**config.mk**
```make
export PLATFORM = sky130hd
export DESIGN_NAME = mem_master_flat
export DESIGN_NICKNAME = d
export VERILOG_FILES = /design/src/rtl/mem_pkg.sv /design/src/rtl/mem_master_if.sv /design/src/rtl/mem_master.sv /design/src/flat_wrapper.sv
export SDC_FILE = /design/constraint.sdc
export NUM_CORES = 1
export LEC_CHECK = 0
export ABC_AREA = 1
export BUFFER_PORTS_ARGS = -buffer_cell sky130_fd_sc_hd__buf_2
export CAP_MARGIN = 5
export CORE_MARGIN = 4
export CORE_UTILIZATION = 48
export DETAILED_ROUTE_END_ITERATION = 10
export GPL_TIMING_DRIVEN = 0
export PLACE_DENSITY = 0.76
export SKIP_CTS_REPAIR_TIMING = 1
export SYNTH_ARGS = -nofsm -noshare
export SYNTH_HDL_FRONTEND = slang
export SYNTH_SLANG_ARGS = --single-unit
export TNS_END_PERCENT = 10
```
**constraint.sdc**
```tcl
create_clock -name clk -period 4.65 [get_ports clk]
set_input_delay 1.1625 -clock clk [delete_from_list [all_inputs] [get_ports clk]]
set_output_delay 1.1625 -clock clk [all_outputs]
set_load 0.005 [all_outputs]
```
**src/rtl/mem_pkg.sv**
```systemverilog
// Shared types and constants for the 16-bit external memory bus initiator.
// Pin polarities follow the memory's active-low enable/write port.
package mem_pkg;

   typedef enum logic [1:0] {
      IDLE   = 2'd0,
      FIRST  = 2'd1,
      SECOND = 2'd2,
      RESP   = 2'd3
   } mem_master_state_t;

   localparam logic SIZE_HALF = 1'b0;
   localparam logic SIZE_WORD = 1'b1;

   localparam logic MEM_ON  = 1'b0;
   localparam logic MEM_OFF = 1'b1;
   localparam logic MEM_WR  = 1'b0;
   localparam logic MEM_RD  = 1'b1;

   localparam int MEM_ADDR_W = 20;
   localparam int MEM_DATA_W = 16;

endpackage

```
**src/rtl/mem_master_if.sv**
```systemverilog
// Core-side request/response and memory-side pin bundle for mem_master.
// The master modport is the initiator's view; slave is the core/memory view.
interface mem_master_if #(
   parameter int ADDR_W = 20,
   parameter int DATA_W = 16
);

   logic                  req_valid;
   logic                  req_ready;
   logic                  req_we;
   logic                  req_size;
   logic [ADDR_W-1:0]     req_addr;
   logic [2*DATA_W-1:0]   req_wdata;

   logic                  rsp_valid;
   logic [2*DATA_W-1:0]   rsp_rdata;
   logic                  rsp_err;

   logic                  mem_enable;
   logic                  mem_write;
   logic [ADDR_W-1:0]     mem_addr;
   logic [DATA_W-1:0]     mem_wdata;
   logic [DATA_W-1:0]     mem_rdata;

   modport master (
      input  req_valid, req_we, req_size, req_addr, req_wdata, mem_rdata,
      output req_ready, rsp_valid, rsp_rdata, rsp_err,
             mem_enable, mem_write, mem_addr, mem_wdata
   );

   modport slave (
      output req_valid, req_we, req_size, req_addr, req_wdata, mem_rdata,
      input  req_ready, rsp_valid, rsp_rdata, rsp_err,
             mem_enable, mem_write, mem_addr, mem_wdata
   );

endinterface

```
**src/rtl/mem_master.sv**
```systemverilog
// Sequences 16/32-bit core requests into one or two big-endian halfword memory cycles.
// Define MEM_MASTER_ALIGN_CHECK_EN to reject odd word addresses with rsp_err instead of aligning them.
module mem_master
   import mem_pkg::*;
#(
   parameter int ADDR_W = MEM_ADDR_W,
   parameter int DATA_W = MEM_DATA_W
) (
   input  logic           clk,
   input  logic           rst,
   mem_master_if.master   bus
);

   mem_master_state_t     r_state;
   mem_master_state_t     w_next;

   logic                  r_we;
   logic                  r_size;
   logic [ADDR_W-1:0]     r_addr;
   logic [2*DATA_W-1:0]   r_wdata;
   logic [ADDR_W-1:0]     r_memAddr;
   logic [DATA_W-1:0]     r_memWdata;
   logic [DATA_W-1:0]     r_first;
   logic [2*DATA_W-1:0]   r_rdata;

   logic                  w_accept;
   logic                  w_memCycle;
   logic [ADDR_W-1:0]     w_reqAddr;

   assign w_accept   = bus.req_valid && (r_state == IDLE);
   assign w_memCycle = (r_state == FIRST) || (r_state == SECOND);

`ifdef MEM_MASTER_ALIGN_CHECK_EN
   logic                  r_err;
   logic                  w_misalign;

   assign w_misalign = (bus.req_size == SIZE_WORD) && bus.req_addr[0];
   assign w_reqAddr  = bus.req_addr;
   assign bus.rsp_err = r_err && (r_state == RESP);
`else
   // Word accesses are silently forced onto an even halfword, so they never wrap.
   assign w_reqAddr  = (bus.req_size == SIZE_WORD) ? {bus.req_addr[ADDR_W-1:1], 1'b0}
                                                   : bus.req_addr;
   assign bus.rsp_err = 1'b0;
`endif

   always_ff @(posedge clk or posedge rst) begin
      if (rst) begin
         r_state <= IDLE;
      end else begin
         r_state <= w_next;
      end
   end

   always_comb begin
      w_next = r_state;
      case (r_state)
         IDLE: begin
            if (w_accept) begin
`ifdef MEM_MASTER_ALIGN_CHECK_EN
               w_next = w_misalign ? RESP : FIRST;
`else
               w_next = FIRST;
`endif
            end
         end
         FIRST:   w_next = (r_size == SIZE_WORD) ? SECOND : RESP;
         SECOND:  w_next = RESP;
         RESP:    w_next = IDLE;
         default: w_next = IDLE;
      endcase
   end

   // Memory address/data are registered so they hold their last value between accesses.
   always_ff @(posedge clk or posedge rst) begin
      if (rst) begin
         r_we       <= 1'b0;
         r_size     <= SIZE_HALF;
         r_addr     <= '0;
         r_wdata    <= '0;
         r_memAddr  <= '0;
         r_memWdata <= '0;
         r_first    <= '0;
         r_rdata    <= '0;
`ifdef MEM_MASTER_ALIGN_CHECK_EN
         r_err      <= 1'b0;
`endif
      end else begin
         case (r_state)
            IDLE: begin
               if (w_accept) begin
                  r_we    <= bus.req_we;
                  r_size  <= bus.req_size;
                  r_addr  <= w_reqAddr;
                  r_wdata <= bus.req_wdata;
`ifdef MEM_MASTER_ALIGN_CHECK_EN
                  r_err   <= w_misalign;
                  if (!w_misalign) begin
                     r_memAddr  <= w_reqAddr;
                     r_memWdata <= (bus.req_size == SIZE_WORD) ? bus.req_wdata[2*DATA_W-1:DATA_W]
                                                               : bus.req_wdata[DATA_W-1:0];
                  end
`else
                  r_memAddr  <= w_reqAddr;
                  r_memWdata <= (bus.req_size == SIZE_WORD) ? bus.req_wdata[2*DATA_W-1:DATA_W]
                                                            : bus.req_wdata[DATA_W-1:0];
`endif
               end
            end
            FIRST: begin
               if (!r_we) begin
                  r_first <= bus.mem_rdata;
                  if (r_size == SIZE_HALF) begin
                     r_rdata <= {{DATA_W{1'b0}}, bus.mem_rdata};
                  end
               end
               if (r_size == SIZE_WORD) begin
                  r_memAddr  <= r_addr + 1'b1;
                  r_memWdata <= r_wdata[DATA_W-1:0];
               end
            end
            SECOND: begin
               if (!r_we) begin
                  r_rdata <= {r_first, bus.mem_rdata};
               end
            end
            default: begin
            end
         endcase
      end
   end

   assign bus.req_ready  = (r_state == IDLE);
   assign bus.rsp_valid  = (r_state == RESP);
   assign bus.rsp_rdata  = r_rdata;
   assign bus.mem_enable = w_memCycle ? MEM_ON : MEM_OFF;
   assign bus.mem_write  = (w_memCycle && r_we) ? MEM_WR : MEM_RD;
   assign bus.mem_addr   = r_memAddr;
   assign bus.mem_wdata  = r_memWdata;

endmodule

```
**src/flat_wrapper.sv**
```systemverilog
// flat-port wrapper written by rule: the top's interface ports become plain ports
module mem_master_flat import mem_pkg::*;
#(
   parameter int ADDR_W = MEM_ADDR_W,
   parameter int DATA_W = MEM_DATA_W
)
  (clk, rst, bus_req_valid, bus_req_we, bus_req_size, bus_req_addr, bus_req_wdata, bus_mem_rdata, bus_req_ready, bus_rsp_valid, bus_rsp_rdata, bus_rsp_err, bus_mem_enable, bus_mem_write, bus_mem_addr, bus_mem_wdata);
  mem_master_if #(.ADDR_W(ADDR_W), .DATA_W(DATA_W)) bus_i ();
  input  logic clk;
  input  logic rst;
  input wire logic [$bits(bus_i.req_valid)-1:0] bus_req_valid;
  input wire logic [$bits(bus_i.req_we)-1:0] bus_req_we;
  input wire logic [$bits(bus_i.req_size)-1:0] bus_req_size;
  input wire logic [$bits(bus_i.req_addr)-1:0] bus_req_addr;
  input wire logic [$bits(bus_i.req_wdata)-1:0] bus_req_wdata;
  input wire logic [$bits(bus_i.mem_rdata)-1:0] bus_mem_rdata;
  output wire logic [$bits(bus_i.req_ready)-1:0] bus_req_ready;
  output wire logic [$bits(bus_i.rsp_valid)-1:0] bus_rsp_valid;
  output wire logic [$bits(bus_i.rsp_rdata)-1:0] bus_rsp_rdata;
  output wire logic [$bits(bus_i.rsp_err)-1:0] bus_rsp_err;
  output wire logic [$bits(bus_i.mem_enable)-1:0] bus_mem_enable;
  output wire logic [$bits(bus_i.mem_write)-1:0] bus_mem_write;
  output wire logic [$bits(bus_i.mem_addr)-1:0] bus_mem_addr;
  output wire logic [$bits(bus_i.mem_wdata)-1:0] bus_mem_wdata;
  assign bus_i.req_valid = bus_req_valid;
  assign bus_i.req_we = bus_req_we;
  assign bus_i.req_size = bus_req_size;
  assign bus_i.req_addr = bus_req_addr;
  assign bus_i.req_wdata = bus_req_wdata;
  assign bus_i.mem_rdata = bus_mem_rdata;
  assign bus_req_ready = bus_i.req_ready;
  assign bus_rsp_valid = bus_i.rsp_valid;
  assign bus_rsp_rdata = bus_i.rsp_rdata;
  assign bus_rsp_err = bus_i.rsp_err;
  assign bus_mem_enable = bus_i.mem_enable;
  assign bus_mem_write = bus_i.mem_write;
  assign bus_mem_addr = bus_i.mem_addr;
  assign bus_mem_wdata = bus_i.mem_wdata;
  mem_master #(.ADDR_W(ADDR_W), .DATA_W(DATA_W)) u_core (.clk(clk), .rst(rst), .bus(bus_i));
endmodule
```
# After elaboration in Yosys (flattened, before gate mapping)
# Cells that the tools add are included.
dict set report totals {
  register_bits 124
  elab_cells 46
}
dict set report op_classes {
  reduce_logical 10
  mux 17
  addsub 1
  n_eq_ne 8
  bitwise_logic 1
}
# cell count
set ops {}
lappend ops {{$mux W32} 3}
lappend ops {{$pmux W32 S2} 1}
lappend ops {{$mux W16} 3}
lappend ops {{$mux W20} 2}
lappend ops {{$pmux W20 S2} 1}
lappend ops {{$pmux W16 S2} 1}
lappend ops {{$add A20 B1 Y20 const B} 1}
lappend ops {{$pmux W2 S4} 1}
lappend ops {{$ne A2 B2 Y1 const B} 3}
lappend ops {{$eq A2 B2 Y1 const B} 2}
lappend ops {{$mux W1} 4}
lappend ops {{$ne A2 B1 Y1 const B} 2}
lappend ops {{$reduce_and A2 Y1} 2}
lappend ops {{$reduce_and A4 Y1} 1}
lappend ops {{$reduce_bool A2 Y1} 2}
lappend ops {{$reduce_and A3 Y1} 1}
lappend ops {{$eq A2 B1 Y1 const B} 1}
lappend ops {{$logic_and A1 B1 Y1} 2}
lappend ops {{$logic_not A2 Y1} 1}
lappend ops {{$mux W2} 1}
lappend ops {{$logic_or A1 B1 Y1} 1}
lappend ops {{$not A1 Y1} 1}

# Logic depth before layout (Yosys ltp)
dict set report logic_depth {
  depth_word 4
  ltp_mapped 10
  depth_no_buf 10
}

# Worst setup path after synthesis
# OpenSTA, ideal clock, no wires.
dict set report synth_timing {
  kind {input port to flip-flop}
  startpoint {in bus_req_size}
  endpoint {reg u_core.r_memWdata[0], in the netlist u_core.bus.mem_wdata[0]}
  arrival_ps 1926
  path_slack_ps 2597
  path_stages 7
  required_time_ps 4523
  path_cell_list {buf_4 clkinv_1 buf_4 nor2_1 nor3_1 a21oi_1 o21ai_0}
}
dict set report synth_via {
  elab_chain_cells 3
}
# item line
set synth_rtl {}
lappend synth_rtl {{start, declared} flat_wrapper.sv:13} ;# input wire logic [$bits(bus_i.req_size)-1:0] bus_req_size;
lappend synth_rtl {{$mux W16} mem_master.sv:105} ;# r_memWdata <= (bus.req_size == SIZE_WORD) ? bus.req_wdata[2*DATA_W-1:DATA_W]
lappend synth_rtl {{$mux W16} mem_master.sv:91} ;# if (w_accept) begin
lappend synth_rtl {{$pmux W16 S2} mem_master.sv:89} ;# case (r_state)
lappend synth_rtl {{end signal, assigned} mem_master.sv:105}
lappend synth_rtl {{end signal, assigned} mem_master.sv:119} ;# r_memWdata <= r_wdata[DATA_W-1:0];
lappend synth_rtl {{end, declared} mem_master.sv:22} ;# logic [DATA_W-1:0] r_memWdata;
# No other way between the ends. The select of a mux whose other input is x is not followed.
# A chain may end at the register's enable or synchronous reset.

# Worst setup path after layout
dict set report layout_timing {
  startpoint {reg u_core.r_state[0]}
  endpoint {out bus_mem_enable}
}
dict set report layout_via {
  elab_chain_cells 3
  elab_cells_between_ends 4
  cone_classes {eq/ne: 2; mux: 1; reduce/logical: 1}
}
# item line
set layout_rtl {}
lappend layout_rtl {{start, declared} mem_master.sv:14} ;# mem_master_state_t r_state;
lappend layout_rtl {{start signal, assigned} mem_master.sv:51} ;# r_state <= w_next;
lappend layout_rtl {{$eq A2 B1 Y1 or $eq A2 B2 Y1 (tied branches)} mem_master.sv:31} ;# assign w_memCycle = (r_state == FIRST) || (r_state == SECOND);
lappend layout_rtl {{$logic_or A1 B1 Y1 (*)} mem_master.sv:31}
lappend layout_rtl {{$mux W1 (*)} mem_master.sv:136} ;# assign bus.mem_enable = w_memCycle ? MEM_ON : MEM_OFF;
lappend layout_rtl {{end, declared} flat_wrapper.sv:21} ;# output wire logic [$bits(bus_i.mem_enable)-1:0] bus_mem_enable;
# Every way passes the cells marked *; elsewhere a longest branch is shown, timed or not.

==> results by group <==
Global route
  – Grt ovf: 0
  – Vias in the first global route: 5192
  – First-pass GRT wire length: 24940 um
  – GRT Util Overall: 0.2333
  – Largest net degree at the start of global routing: just under 80
  – Global-route met3 utilization: 0.06067
  – Initial antenna violation count: 1
  – Most used routing layer in global routing: met2
  – GRT met1 Usage: 0.3081
  – Met2 Use GR: 0.3725

Die
  – Initial Util: 0.4950
  – Die width: 117.2 um
  – Site row count: 39
  – Core ar.: 11560 um2
  – # IOs: 146
  – Die area: 13740 um2
  – Die height: ~120 um

CTS
  – H-tree levels: 4
  – Root buffer cell: clkbuf_16
  – CTS Buffer Depth: 2
  – CTS buffer count: 17
  – Clk sinks: 124
  – CTS tree: done
  – Skew-Pair Late Insertion Delay: roughly 0.42 ns
  – Clock Pin Slew Worst Setup and Hold Paths: approximately 0.05 ns

STA
  – Worst Max-Slew Pin Slew: roughly 0.6 ns
  – Final Skew: 0.01062 ns
  – Crit share post-route: 0.5657
  – Pins over their slew limit: 0
  – Fin crit period: approximately 2.6 ns
  – RSZ-0062 raised after global routing: false
  – Final setup vio count: 0
  – Fmax achieved: 0.3801 GHz
  – Count of final hold-check violations: 0
  – Setup TNS: 0 ns
  – Relative slew margins: 0.5921

Yosys
  – Compound-cell area share of the yosys netlist: 0.1215
  – Synth unique cells: 31
  – Post-synthesis mux area share: 0
  – Mean Syn Cell Area: 8.097 um2
  – Mapped cell area: 5724 um2
  – Synth Instances: 707
  – Syn nets: 785
  – Post-Synth Adder-Cell Area: 0.01093
  – Main combinational cell family by area after synthesis: simple AND/OR/NAND/NOR gates
  – #FFs+latches synth: 124
  – Synth warn: 0
  – Synth Area in XOR/XNOR: 0.009180
  – Post-synthesis simple-gate area fraction: 0.2433
  – Seq/Total Area, Yosys: 0.5421
  – Top FF cell, synth: dfrtp_1
  – Synth async-reset ratio: 1.000
  – Post-synth EDFFs: 0

Cells and area
  – Final Util: 0.6250
  – Area growth, synth to finish: 26.27%
  – Fraction of layout cells with a size suffix above 1: 0.2469
  – Nets: between 900 and 1000
  – Fill cells: 1047
  – Antenna cell count: 0

Critical path
  – Worst Path Required: approximately 3.5 ns
  – Worst Setup Start Kind: flip-flop
  – Setup CP Type: flip-flop to output pin
  – R2R Path End: u_core.r_wdata[7]$_DFFE_PP0P_
  – Crit path DAT: 1.47 ns
  – Critical path peak fanout: 5
  – Reg2reg setup slack: 2.74 ns
  – Critical Path Sink Type: output pin
  – Start point of the critical path: u_core.r_state[0]$_DFFE_PP0N_
  – Reg2Reg Launch Point: u_core.r_state[0]$_DFFE_PP0N_
  – R2R depth: 7

Power and ir drop
  – PwrDens: 728.2 nW/um2
  – Power, Total: 5.264 mW
  – Pleak: 3.800 nW
  – VDD IR max: about 400 uV

Detailed routing
  – Total wire length: 15260 um
  – DRC: 0
  – 1st-iter DRT viols: 367
  – Total number of vias: 5228
  – Via density: 5.096
  – Routed wire per std cell: 14.88 um
  – Drt first pass iters: 5
  – Post-route antenna net violation count: 0

Min path
  – Hold crit path type: flip-flop to flip-flop
  – HP Start: u_core.bus.mem_addr[13]$_DFFE_PP0P_
  – Worst Hold End: u_core.bus.mem_addr[13]$_DFFE_PP0P_
  – Hold path cells: 2

Run status
  – Outcome: finished, final reports clean

Job
  – Maximum capacitance violations: 0

Place
  – Dpl hpwl: between 10000 and 15000 um
  – Routability congestion estimate: 0.8762
  – Buffers added on ports: 143
-- per-stage QoR --
| step | instance area [um2] | std cells | setup WS (ns) | hold WS (ns) |
|---|---|---|---|---|
| global route | 7228 | 1026 | 1.940 | 0.4972 |
| global placement | 6619 | 993 | -1.290 | 0.4581 |
| detailed placement | 6651 | 994 | 2.292 | 0.4606 |
| floorplan | 5724 | 707 | 0.1883 | 0.4491 |
| finish | 7228 | 1026 | 2.019 | 0.4715 |
| CTS | 7228 | 1026 | 2.000 | 0.4754 |
-- worst max-delay path by stage --
stage / end / slack [ns] / cells after the start
floorplan: u_core.bus.mem_addr[0]$_DFFE_PP0P_ / 0.19 / 1
global placement: u_core.bus.mem_addr[12]$_DFFE_PP0P_ / -1.29 / 2
detailed placement: u_core.bus.mem_wdata[0]$_DFFE_PP0P_ / 2.29 / 7
CTS: bus_mem_enable / 2.00 / 4
global route: bus_mem_enable / 1.94 / 4
finish: bus_mem_enable / 2.02 / 4
-- final cells by class --
| type | count | area (um2) | area share |
|---|---|---|---|
| Clock buffer | 18 | 429.2 | 0.05937 |
| Timing Repair Buffer | 144 | 743.2 | 0.1028 |
| Buffer | 37 | 200.2 | 0.02770 |
| Clock inverter | 14 | 147.6 | 0.02043 |
| Multi-Input combinational cell | 489 | 2207 | 0.3053 |
| Sequential cell | 124 | 3103 | 0.4293 |
| Tap cell | 143 | 178.9 | 0.02475 |
| Inverter | 57 | 219.0 | 0.03029 |
-- routing by layer --
| layer | vias to the layer above | routed length [um] |
|---|---|---|
| li1 | 2570 | - |
| met1 | 2441 | 6714 |
| met2 | 187 | 7266 |
| met3 | 28 | 961 |
| met4 | 2 | 314 |
| met5 | - | 7 |
-- flip-flops by register name, indices dropped and copies added (netlist names) --
register / flops
u_core.r_addr: 20
u_core.r_wdata: 16
u_core.r_size: 1
u_core.bus.rsp_rdata: 32
u_core.bus.mem_wdata: 16
u_core.r_we: 1
u_core.r_state: 2
u_core.bus.mem_addr: 20
u_core.r_first: 16
-- worst max-delay path: stages (launching register included) --
cell     delay, ns
dfrtp_1       0.41
inv_1         0.10
ha_1          0.33
inv_1         0.10
buf_2         0.12
-- report_power, final --
part / internal [mW] / switching, mW
Clock: 0.789 / 0.495
Sequential: 1.58 / 0.329
Combinational: 0.785 / 1.29
Total: 3.15 / 2.11
-- logic make-up after synthesis --
group | after synthesis
adder cells (fa/ha/maj) | 5
other | 1
AND/OR/NAND/NOR | 342
flip-flops | 124
buffers and inverters | 94
AO/OA/AOI/OAI | 135
XOR/XNOR | 6
-- Yosys cell counts, types with 3 or more instances --
master	n	area [um2]
nor2_4	3	33.78
nor3_1	19	95.09
clkbuf_1	9	33.78
dfrtp_1	124	3103
o21ai_0	82	410.4
buf_1	3	11.26
a21oi_1	39	195.2
inv_2	3	11.26
nor2_2	4	25.02
inv_1	53	198.9
nand2_1	240	900.9
nand3_1	17	85.08
clkbuf_2	3	15.01
nand2_2	5	31.28
o21ai_1	10	50.05
nor2_1	49	183.9
buf_2	13	65.06
xor2_1	4	35.03
ha_1	5	62.56
buf_4	7	52.55
-- layout by cell type (no fill, tap or decap), drive strengths merged --
| cell type | synthesis | routed |
|---|---|---|
| nand4 | 2 | 2 |
| clkinv | 1 | 10 |
| nand2 | 246 | 246 |
| buf | 25 | 169 |
| clkinvlp | 0 | 2 |
| a21oi | 39 | 39 |
| a31oi | 2 | 2 |
| and2 | 1 | 1 |
| nor3 | 19 | 19 |
| inv | 56 | 57 |
| o22ai | 1 | 1 |
| dfrtp | 124 | 124 |
| o211ai | 1 | 1 |
| xnor2 | 2 | 2 |
| ha | 5 | 5 |
| nor2 | 56 | 56 |
| clkbuf | 12 | 30 |
| nand3b | 1 | 1 |
| conb | 1 | 1 |
| xor2 | 4 | 4 |
| o21ai | 92 | 92 |
| bufinv | 0 | 2 |
| nand3 | 17 | 17 |
No activity file was read; power rests on OpenSTA's default activity.
